===== config.mk =====
export PLATFORM = sky130hd
export DESIGN_NAME = nibble_reg_loader_flat
export DESIGN_NICKNAME = d
export VERILOG_FILES = /design/src/rtl/nibble_reg_loader_if.sv /design/src/rtl/nibble_reg_loader.sv /design/src/flat_wrapper.sv
export SDC_FILE = /design/constraint.sdc
export NUM_CORES = 1
export LEC_CHECK = 0
export ABC_AREA = 1
export BUFFER_PORTS_ARGS = -buffer_cell sky130_fd_sc_hd__buf_2
export CORE_UTILIZATION = 55
export CTS_BUF_LIST = sky130_fd_sc_hd__clkbuf_8
export DETAILED_ROUTE_END_ITERATION = 10
export PLACE_DENSITY_LB_ADDON = 0.1
export SLEW_MARGIN = 20
export SYNTH_ARGS = -nofsm -noshare
export SYNTH_HDL_FRONTEND = slang
export SYNTH_SLANG_ARGS = --single-unit

===== constraint.sdc =====
create_clock -name clk -period 11.3 [get_ports clk]
set_input_delay 0 -clock clk [delete_from_list [all_inputs] [get_ports clk]]
set_output_delay 0 -clock clk [all_outputs]
set_load 0.01 [all_outputs]

===== src/rtl/nibble_reg_loader_if.sv =====
// Bus bundle for nibble_reg_loader: beat/clear/commit/readback controls and loader outputs.
interface nibble_reg_loader_if #(
  parameter int unsigned NUM_CH = 2,
  parameter int unsigned REG_W  = 32,
  parameter int unsigned DATA_W = 4
);
  localparam int unsigned CH_W = $clog2(NUM_CH);

  logic                    in_valid;
  logic [CH_W-1:0]         in_ch;
  logic [DATA_W-1:0]       in_data;
  logic                    clr_req;
  logic [NUM_CH-1:0]       clr_mask;
  logic                    commit;
  logic                    rd_start;
  logic [CH_W-1:0]         rd_ch;
  logic [NUM_CH*REG_W-1:0] regs_out;
  logic [NUM_CH-1:0]       loaded;
  logic [DATA_W-1:0]       rd_data;
  logic                    rd_valid;
  logic                    busy;

  modport master (
    output in_valid, in_ch, in_data, clr_req, clr_mask, commit, rd_start, rd_ch,
    input  regs_out, loaded, rd_data, rd_valid, busy
  );

  modport slave (
    input  in_valid, in_ch, in_data, clr_req, clr_mask, commit, rd_start, rd_ch,
    output regs_out, loaded, rd_data, rd_valid, busy
  );
endinterface


===== src/rtl/nibble_reg_loader.sv =====
// Multi-channel beat-serial register loader with shadow commit and masked clear.
// Define LOADER_READBACK_EN to build the beat-serial shadow readback path.
module nibble_reg_loader #(
  parameter int unsigned NUM_CH = 2,
  parameter int unsigned REG_W  = 32,
  parameter int unsigned DATA_W = 4
) (
  input logic               clk,
  input logic               rst,
  nibble_reg_loader_if.slave bus
);
  localparam int unsigned BEATS = REG_W / DATA_W;
  localparam int unsigned CH_W  = $clog2(NUM_CH);
  localparam int unsigned CNT_W = $clog2(BEATS + 1);
  localparam logic [CNT_W-1:0] BeatsC = CNT_W'(BEATS);

  logic [REG_W-1:0] sh_q  [NUM_CH];
  logic [REG_W-1:0] sh_d  [NUM_CH];
  logic [CNT_W-1:0] cnt_q [NUM_CH];
  logic [CNT_W-1:0] cnt_d [NUM_CH];
  logic [REG_W-1:0] shd_q [NUM_CH];
  logic [REG_W-1:0] shd_d [NUM_CH];
  logic [NUM_CH-1:0] loaded_w;

  for (genvar g = 0; g < NUM_CH; g++) begin : g_out
    assign loaded_w[g]                   = (cnt_q[g] == BeatsC);
    assign bus.regs_out[g*REG_W +: REG_W] = shd_q[g];
  end
  assign bus.loaded = loaded_w;

  // Priority per channel: commit, then beat on top of it, then clear overrides both.
  always_comb begin
    for (int i = 0; i < NUM_CH; i++) begin
      sh_d[i]  = sh_q[i];
      shd_d[i] = shd_q[i];
      cnt_d[i] = (bus.commit && loaded_w[i]) ? '0 : cnt_q[i];
      if (bus.commit && loaded_w[i]) begin
        shd_d[i] = sh_q[i];
      end
      if (bus.in_valid && (bus.in_ch == CH_W'(i))) begin
        sh_d[i] = REG_W'({sh_q[i], bus.in_data});
        if (cnt_d[i] != BeatsC) begin
          cnt_d[i] = cnt_d[i] + 1'b1;
        end
      end
      if (bus.clr_req && bus.clr_mask[i]) begin
        sh_d[i]  = '0;
        cnt_d[i] = '0;
      end
    end
  end

  always_ff @(posedge clk or posedge rst) begin
    if (rst) begin
      for (int i = 0; i < NUM_CH; i++) begin
        sh_q[i]  <= '0;
        cnt_q[i] <= '0;
        shd_q[i] <= '0;
      end
    end else begin
      sh_q  <= sh_d;
      cnt_q <= cnt_d;
      shd_q <= shd_d;
    end
  end

`ifdef LOADER_READBACK_EN
  localparam logic [0:0] StIdle = 1'b0;
  localparam logic [0:0] StRead = 1'b1;

  logic [0:0]       state_q, state_d;
  logic [CNT_W-1:0] idx_q, idx_d;
  logic [REG_W-1:0] snap_q, snap_d;

  // The snapshot shifts left each beat so the current beat always sits in the top bits.
  always_comb begin
    state_d = state_q;
    idx_d   = idx_q;
    snap_d  = snap_q;
    case (state_q)
      StIdle: begin
        if (bus.rd_start && (32'(bus.rd_ch) < NUM_CH)) begin
          state_d = StRead;
          idx_d   = '0;
          snap_d  = shd_q[bus.rd_ch];
        end
      end
      StRead: begin
        snap_d = snap_q << DATA_W;
        if (idx_q == BeatsC - 1'b1) begin
          state_d = StIdle;
          idx_d   = '0;
        end else begin
          idx_d = idx_q + 1'b1;
        end
      end
      default: state_d = StIdle;
    endcase
  end

  always_ff @(posedge clk or posedge rst) begin
    if (rst) begin
      state_q <= StIdle;
      idx_q   <= '0;
      snap_q  <= '0;
    end else begin
      state_q <= state_d;
      idx_q   <= idx_d;
      snap_q  <= snap_d;
    end
  end

  assign bus.rd_valid = (state_q == StRead);
  assign bus.busy     = (state_q == StRead);
  assign bus.rd_data  = (state_q == StRead) ? snap_q[REG_W-1 -: DATA_W] : '0;
`else
  logic unused_rd;
  assign unused_rd    = ^{bus.rd_start, bus.rd_ch};
  assign bus.rd_valid = 1'b0;
  assign bus.busy     = 1'b0;
  assign bus.rd_data  = '0;
`endif
endmodule

===== src/flat_wrapper.sv =====
// flat-port wrapper written by rule: the top's interface ports become plain ports
module nibble_reg_loader_flat 
#(
  parameter int unsigned NUM_CH = 2,
  parameter int unsigned REG_W  = 32,
  parameter int unsigned DATA_W = 4
)
  (clk, rst, bus_in_valid, bus_in_ch, bus_in_data, bus_clr_req, bus_clr_mask, bus_commit, bus_rd_start, bus_rd_ch, bus_regs_out, bus_loaded, bus_rd_data, bus_rd_valid, bus_busy);
  nibble_reg_loader_if #(.NUM_CH(NUM_CH), .REG_W(REG_W), .DATA_W(DATA_W)) bus_i ();
  input logic clk;
  input logic rst;
  input wire logic [$bits(bus_i.in_valid)-1:0] bus_in_valid;
  input wire logic [$bits(bus_i.in_ch)-1:0] bus_in_ch;
  input wire logic [$bits(bus_i.in_data)-1:0] bus_in_data;
  input wire logic [$bits(bus_i.clr_req)-1:0] bus_clr_req;
  input wire logic [$bits(bus_i.clr_mask)-1:0] bus_clr_mask;
  input wire logic [$bits(bus_i.commit)-1:0] bus_commit;
  input wire logic [$bits(bus_i.rd_start)-1:0] bus_rd_start;
  input wire logic [$bits(bus_i.rd_ch)-1:0] bus_rd_ch;
  output wire logic [$bits(bus_i.regs_out)-1:0] bus_regs_out;
  output wire logic [$bits(bus_i.loaded)-1:0] bus_loaded;
  output wire logic [$bits(bus_i.rd_data)-1:0] bus_rd_data;
  output wire logic [$bits(bus_i.rd_valid)-1:0] bus_rd_valid;
  output wire logic [$bits(bus_i.busy)-1:0] bus_busy;
  assign bus_i.in_valid = bus_in_valid;
  assign bus_i.in_ch = bus_in_ch;
  assign bus_i.in_data = bus_in_data;
  assign bus_i.clr_req = bus_clr_req;
  assign bus_i.clr_mask = bus_clr_mask;
  assign bus_i.commit = bus_commit;
  assign bus_i.rd_start = bus_rd_start;
  assign bus_i.rd_ch = bus_rd_ch;
  assign bus_regs_out = bus_i.regs_out;
  assign bus_loaded = bus_i.loaded;
  assign bus_rd_data = bus_i.rd_data;
  assign bus_rd_valid = bus_i.rd_valid;
  assign bus_busy = bus_i.busy;
  nibble_reg_loader #(.NUM_CH(NUM_CH), .REG_W(REG_W), .DATA_W(DATA_W)) u_core (.clk(clk), .rst(rst), .bus(bus_i));
endmodule

==> impl_metrics.tcl, run 1 <==
set metrics [dict create \
    slew_violations 0 \
    leakagePower_nw 3.137 \
    numCtsBuffers 17 \
    synth_area_leaders "dfrtp_1 63%, o21ai_0 8.4%, nand2_1 6.1%" \
    drive_gt1_frac 0.1820 \
    pwr_density_cell_nw_per_um2 168.9 \
    post_cts_buffers 0 \
    netlist.top_cell.by_area "dfrtp_1" \
    fin_skew_ns 0.007614 \
    globalRouteTotalUtil 0.2274 \
    area_growth_pct 17.31 \
    antenna_found_initial 0 \
    hold_viol 0 \
    grt_pass1_vias 3940 \
    final_nets 660 \
    syn_inst 566 \
    start_util 0.5773 \
    end_kind "register" \
    multi_input_area_um2 1534 \
    wl_mm 10.52 \
    tightest_slew_ns 0.9588 \
    synth-seq-cells 136 \
    ios 86 \
    drtPass1Iterations 4 \
    fin_crit_ns 1.996 \
    n_fill_cell 799 \
    p_seq_frac 0.490 \
    cp-start-kind "register" \
    status "complete, no violations" \
    cts_buffer_depth 2 \
    first_iter_violations 199 \
    grt_start_max_net_pins 71 \
    dp_hpwl_mm 6.530 \
    critPathArrivalTime_ns 2.29 \
    path_class "reg -> reg" \
    fin_cells 783 \
    critPathRequiredTime_ns 11.59 \
    die_y_um 101.4 \
    synth_warnings 0 \
    max_freq_ghz 0.5011 \
    switchingPower_mw 0.2543 \
    pwr-share-comb 0.081 \
    clk_latency_ns 0.42 \
    ir_drop_mv 0.07476 \
    reg2reg_slack_ns 9.30 \
    netlist_area_um2 5435 \
    routedWlPerCell_um 13.43 \
    drc 0 \
    hp-class "in -> reg" \
    internal-power_mw 0.8224 \
    synth_top_area_share 0.6262 \
    power_frac_clock 0.428 \
    dp_cells 743 \
    cts_sinks 136 \
    hold_ws_ns 0.05251 \
    rows 35 \
    num_vias 4045 \
    cts_tree "yes" \
    rsz0062_at_grt "false" \
    synth_cell_type_count 26 \
    sw_frac_of_total 0.2362 \
    htreeDepth 4 \
    post-route-period-util 0.1766 \
    cts-root-buf "clkbuf_8" \
    vias_per_cell 5.166 \
    grt-ovfl-total 0 \
    gp_congestion 0.7206 \
    max_slew_margin 0.3601 \
    path_clk_slew_ns 0.08 \
    setup_viol 0 \
    crit_path_max_fanout 46 \
    syn_area_per_cell_um2 9.603 \
    dieArea_um2 10280 \
    core_um2 9415 \
    grt_pass1_wl_mm 18.18 \
    regArea_um2 3403 \
    seq_area_frac_synth 0.6262 \
    port_buffers 77 \
    maxCapViolations 0 \
    antenna_cells 0 \
    drtAntennaViolNets 0 \
    fin_tns_setup_ns 0 \
    die_width_um 101.4 \
]
[per-layer routing]
metal | vias to the layer above | wire [um] | track usage
met4 | 0 | 78 | 0.08250
met2 | 100 | 5295 | 0.3810
met3 | 8 | 433 | 0.05245
met1 | 1961 | 4711 | 0.2915
li1 | 1976 | - | -
met5 | - | 0 | 0
[cell usage after synthesis, drive strengths merged]
library cell	count
ha	5
inv	80
clkinv	1
o22ai	8
dfrtp	136
buf	27
nand4	3
xor2	1
a31oi	1
o21ai	123
nor2	10
a21oi	4
nor3	1
conb	1
nand2	90
nand3	64
clkbuf	11
[critical path, cell delays in order (launching register included)]
cell     delay, ns
dfrtp_1       0.43
inv_1         0.10
ha_1          0.18
nand4_2       0.49
buf_4         0.47
nand2_1       0.09
o21ai_0       0.08
[logic make-up (layout without fill, tap and decap cells)]
family	count (synthesis)	in the layout	synth area share
buf+inv	119	202	0.09599
fa+ha+maj	5	5	0.01151
flops	136	136	0.6262
simple gates	168	168	0.1354
compound gates	136	136	0.1287
other cells	1	6	0.0006899
xor+xnor	1	1	0.001612
[through the flow]
step                  util  total power [mW]  worst slack [ns]  area [um^2]
global route        0.6772             1.121             9.088         6376
finish              0.6772             1.077             9.304         6376
floorplan                -            0.5927             7.661         5454
global placement    0.6179            0.6203             9.291         5818
CTS                 0.6767             1.085             9.183         6371
detailed placement  0.6179            0.6235             9.208         5818
[final timing paths]
path / from / endpoint / depth (start not counted)
worst max-delay path: u_core.cnt_q[1]$_DFF_PP0_ / u_core.bus.regs_out[59]$_DFFE_PP0P_ / 6
worst min register to register: u_core.bus.regs_out[58]$_DFFE_PP0P_ / u_core.bus.regs_out[58]$_DFFE_PP0P_ / 2
max in group asynchronous: rst / u_core.bus.regs_out[23]$_DFFE_PP0P_ / 4
min in group asynchronous: rst / u_core.bus.regs_out[6]$_DFFE_PP0P_ / 3
worst min-delay path: bus_in_ch / u_core.cnt_q[7]$_DFF_PP0_ / 8
worst max register to register: u_core.cnt_q[1]$_DFF_PP0_ / u_core.bus.regs_out[59]$_DFFE_PP0P_ / 6
[power groups by stage]
| stage | combinational [mW] | clock (mW) | sequential (mW) |
|---|---|---|---|
| finish | 0.0876 | 0.461 | 0.528 |
| global route | 0.102 | 0.488 | 0.531 |
| CTS | 0.0894 | 0.468 | 0.528 |
| detailed placement | 0.0867 | 0 | 0.537 |
| global placement | 0.0846 | 0 | 0.536 |
| floorplan | 0.0503 | 0 | 0.542 |
[layout make-up]
type                       count  share of cell area
sequential                   136              0.5338
multi-input combinational    316              0.2406
timing repair buffer          89             0.07771
inverter                      81             0.04847
clock buffer                  20             0.04317
clock inverter                12             0.03100
tap                          129             0.02531
[flip-flops by register name, summed over array words and instances, names as in the netlist]
register             flops
u_core.sh_q             64
u_core.bus.regs_out     64
u_core.cnt_q             8
[repair_timing]
action,CTS,global route
endpoints found under the setup margin,0,0
hold buffers,8,0
resized for setup,0,0
hold endpoints to repair,77,0
[placed cells by master, fill, tap and decap left out, types with 2 or more instances in the layout]
cell type      count
nand2_1           89
o21ai_0           91
clkinv_4           3
inv_1             79
clkinv_2           2
o21ai_1           30
nand3_1           64
o21ai_2            2
clkbuf_8          20
ha_1               5
buf_4              4
dlygate4sd3_1      8
nand4_1            2
nor2_1             9
o22ai_1            8
a21oi_1            4
buf_2             77
conb_1             6
bufinv_16          5
dfrtp_1          136
Note: power is estimated with default switching activity, not from simulation.
==> run 2: changes to the inputs <==
CORE_UTILIZATION = 53   (was 55)
clock period = 1.71 ns   (was 11.3 ns; I/O delays follow)
==> impl_metrics.tcl, run 2 (synthesis results as in run 1) <==
set metrics [dict create \
    worst_slack_ns 0.1607 \
    slew_violations 0 \
    grt_start_max_net_pins 83 \
    setup_viol 0 \
    wl_mm 10.81 \
    fin_tns_setup_ns 0 \
    port_buffers 77 \
    globalRouteTotalUtil 0.2281 \
    drive_gt1_frac 0.1943 \
    path_class "reg -> reg" \
    cp-start-kind "register" \
    placed_area_um2 5954 \
    leakagePower_nw 3.186 \
    antenna_cells 0 \
    htreeDepth 4 \
    dieArea_um2 10660 \
    reg2reg_from "u_core.cnt_q[4]$_DFF_PP0_" \
    critPathArrivalTime_ns 1.90 \
    gp_congestion 0.8275 \
    final_util 0.6603 \
    hold_ws_ns 0.02940 \
    status "complete, no violations" \
    antenna_found_initial 0 \
    first_iter_violations 206 \
    core_um2 9864 \
    regToRegEndpoint "u_core.cnt_q[7]$_DFF_PP0_" \
    max_freq_ghz 0.6455 \
    cts_tree "yes" \
    hold_viol 0 \
    n_fill_cell 837 \
    final_common_cell "dfrtp_1" \
    hp-class "in -> reg" \
    routedWlPerCell_um 13.48 \
    cts_buffer_depth 2 \
    cts_resized 0 \
    final_nets 675 \
    grt_pass1_vias 3837 \
    drc 0 \
    die_width_um 103.3 \
    reg2reg_slack_ns 0.16 \
    start_util 0.5510 \
    critPathRequiredTime_ns 2.06 \
    ir_drop_mv 0.5417 \
    grt_pass1_wl_mm 18.28 \
    pwr_density_cell_nw_per_um2 1069 \
    fin_area_um2 6514 \
    path_clk_slew_ns 0.08 \
    post-route-period-util 0.9060 \
    crit_path_max_fanout 50 \
    post-place-ws_ns 0.1940 \
    drtAntennaViolNets 0 \
    maxCapViolations 0 \
    numCtsBuffers 17 \
    dp_hpwl_mm 6.980 \
    cts-root-buf "clkbuf_8" \
    num_vias 4073 \
    rows 36 \
    rsz0062_at_grt "false" \
    clk_latency_ns 0.44 \
    grt-ovfl-total 0 \
    fin_crit_ns 1.549 \
    end_kind "register" \
    cp-startpoint "u_core.cnt_q[4]$_DFF_PP0_" \
    final_cell_mix "136 x dfrtp_1, 91 x o21ai_0, 89 x nand2_1" \
    ios 86 \
    crit_end "u_core.cnt_q[7]$_DFF_PP0_" \
    vias_per_cell 5.079 \
    cts_sinks 136 \
    drtPass1Iterations 4 \
    rr_worst_depth 10 \
    die_y_um 103.3 \
    fin_skew_ns 0.01412 \
    area_growth_pct 19.84 \
]
[run 2: changes by cell type in the layout (fill, tap and decap cells not counted)]
cell,change
inv_6,-1
nand2_4,-1
buf_4,+7
dlygate4sd3_1,+4
buf_12,+4
clkbuf_8,-1
clkinv_4,-2
nand2_2,+1
clkinv_2,+1
bufinv_16,-1
clkinvlp_4,+4
[run 2: worst max-delay path, cell delays in order (launching register included)]
cell and delay [ns]:
dfrtp_1 0.38, inv_1 0.07, ha_1 0.19, nand2_1 0.10, nor2_4 0.05, nand2_2 0.12
buf_12 0.23, nand3_1 0.11, nand2_1 0.07, nand2_1 0.05, nor2_1 0.10
[run 2: worst min path at each step]
| stage | slack (ns) | endpoint | cells past startpoint | from |
|---|---|---|---|---|
| finish | 0.03 | u_core.cnt_q[3]$_DFF_PP0_ | 4 | bus_clr_req |
| CTS | 0.01 | u_core.cnt_q[3]$_DFF_PP0_ | 4 | bus_clr_req |
| floorplan | 0.15 | u_core.sh_q[0]$_DFFE_PP0P_ | 2 | bus_in_data[0] |
| global route | 0.04 | u_core.cnt_q[3]$_DFF_PP0_ | 4 | bus_clr_req |
| global placement | 0.10 | u_core.bus.regs_out[11]$_DFFE_PP0P_ | 3 | rst |
| detailed placement | 0.12 | u_core.sh_q[39]$_DFFE_PP0P_ | 3 | rst |
[run 2: area by class of cell]
cell class	count	area [um^2]	share of cell area
multi-input combinational	316	1529	0.2347
sequential	136	3403	0.5225
clock inverter	13	177.7	0.02728
tap	133	166.4	0.02555
inverter	81	307.8	0.04725
clock buffer	19	261.5	0.04015
timing repair buffer	104	668.1	0.1026
[run 2: stage by stage]
| step | total power, mW | std cells |
|---|---|---|
| finish | 6.965 | 802 |
| global route | 7.297 | 802 |
| CTS | 7.033 | 802 |
| detailed placement | 4.145 | 758 |
| global placement | 4.124 | 758 |
| floorplan | 3.917 | 571 |
[run 2: routing by layer]
layer / vias up / GRT usage / share of wire
met5: - / 0 / 0
met1: 1947 / 0.3074 / 0.46
met3: 12 / 0.06384 / 0.049
met4: 0 / 0.09751 / 0.016
met2: 112 / 0.3497 / 0.48
li1: 2002 / - / -
[run 2: power by group]
part	total, mW	internal, mW	switching, mW
Clock	2.87	1.65	1.21
Combinational	0.614	0.226	0.388
Sequential	3.48	3.38	0.0986
[run 2: what timing repair did]
item,CTS,global route
buffers inserted,0,0
endpoints found under the hold margin,150,0
hold buffers,12,0
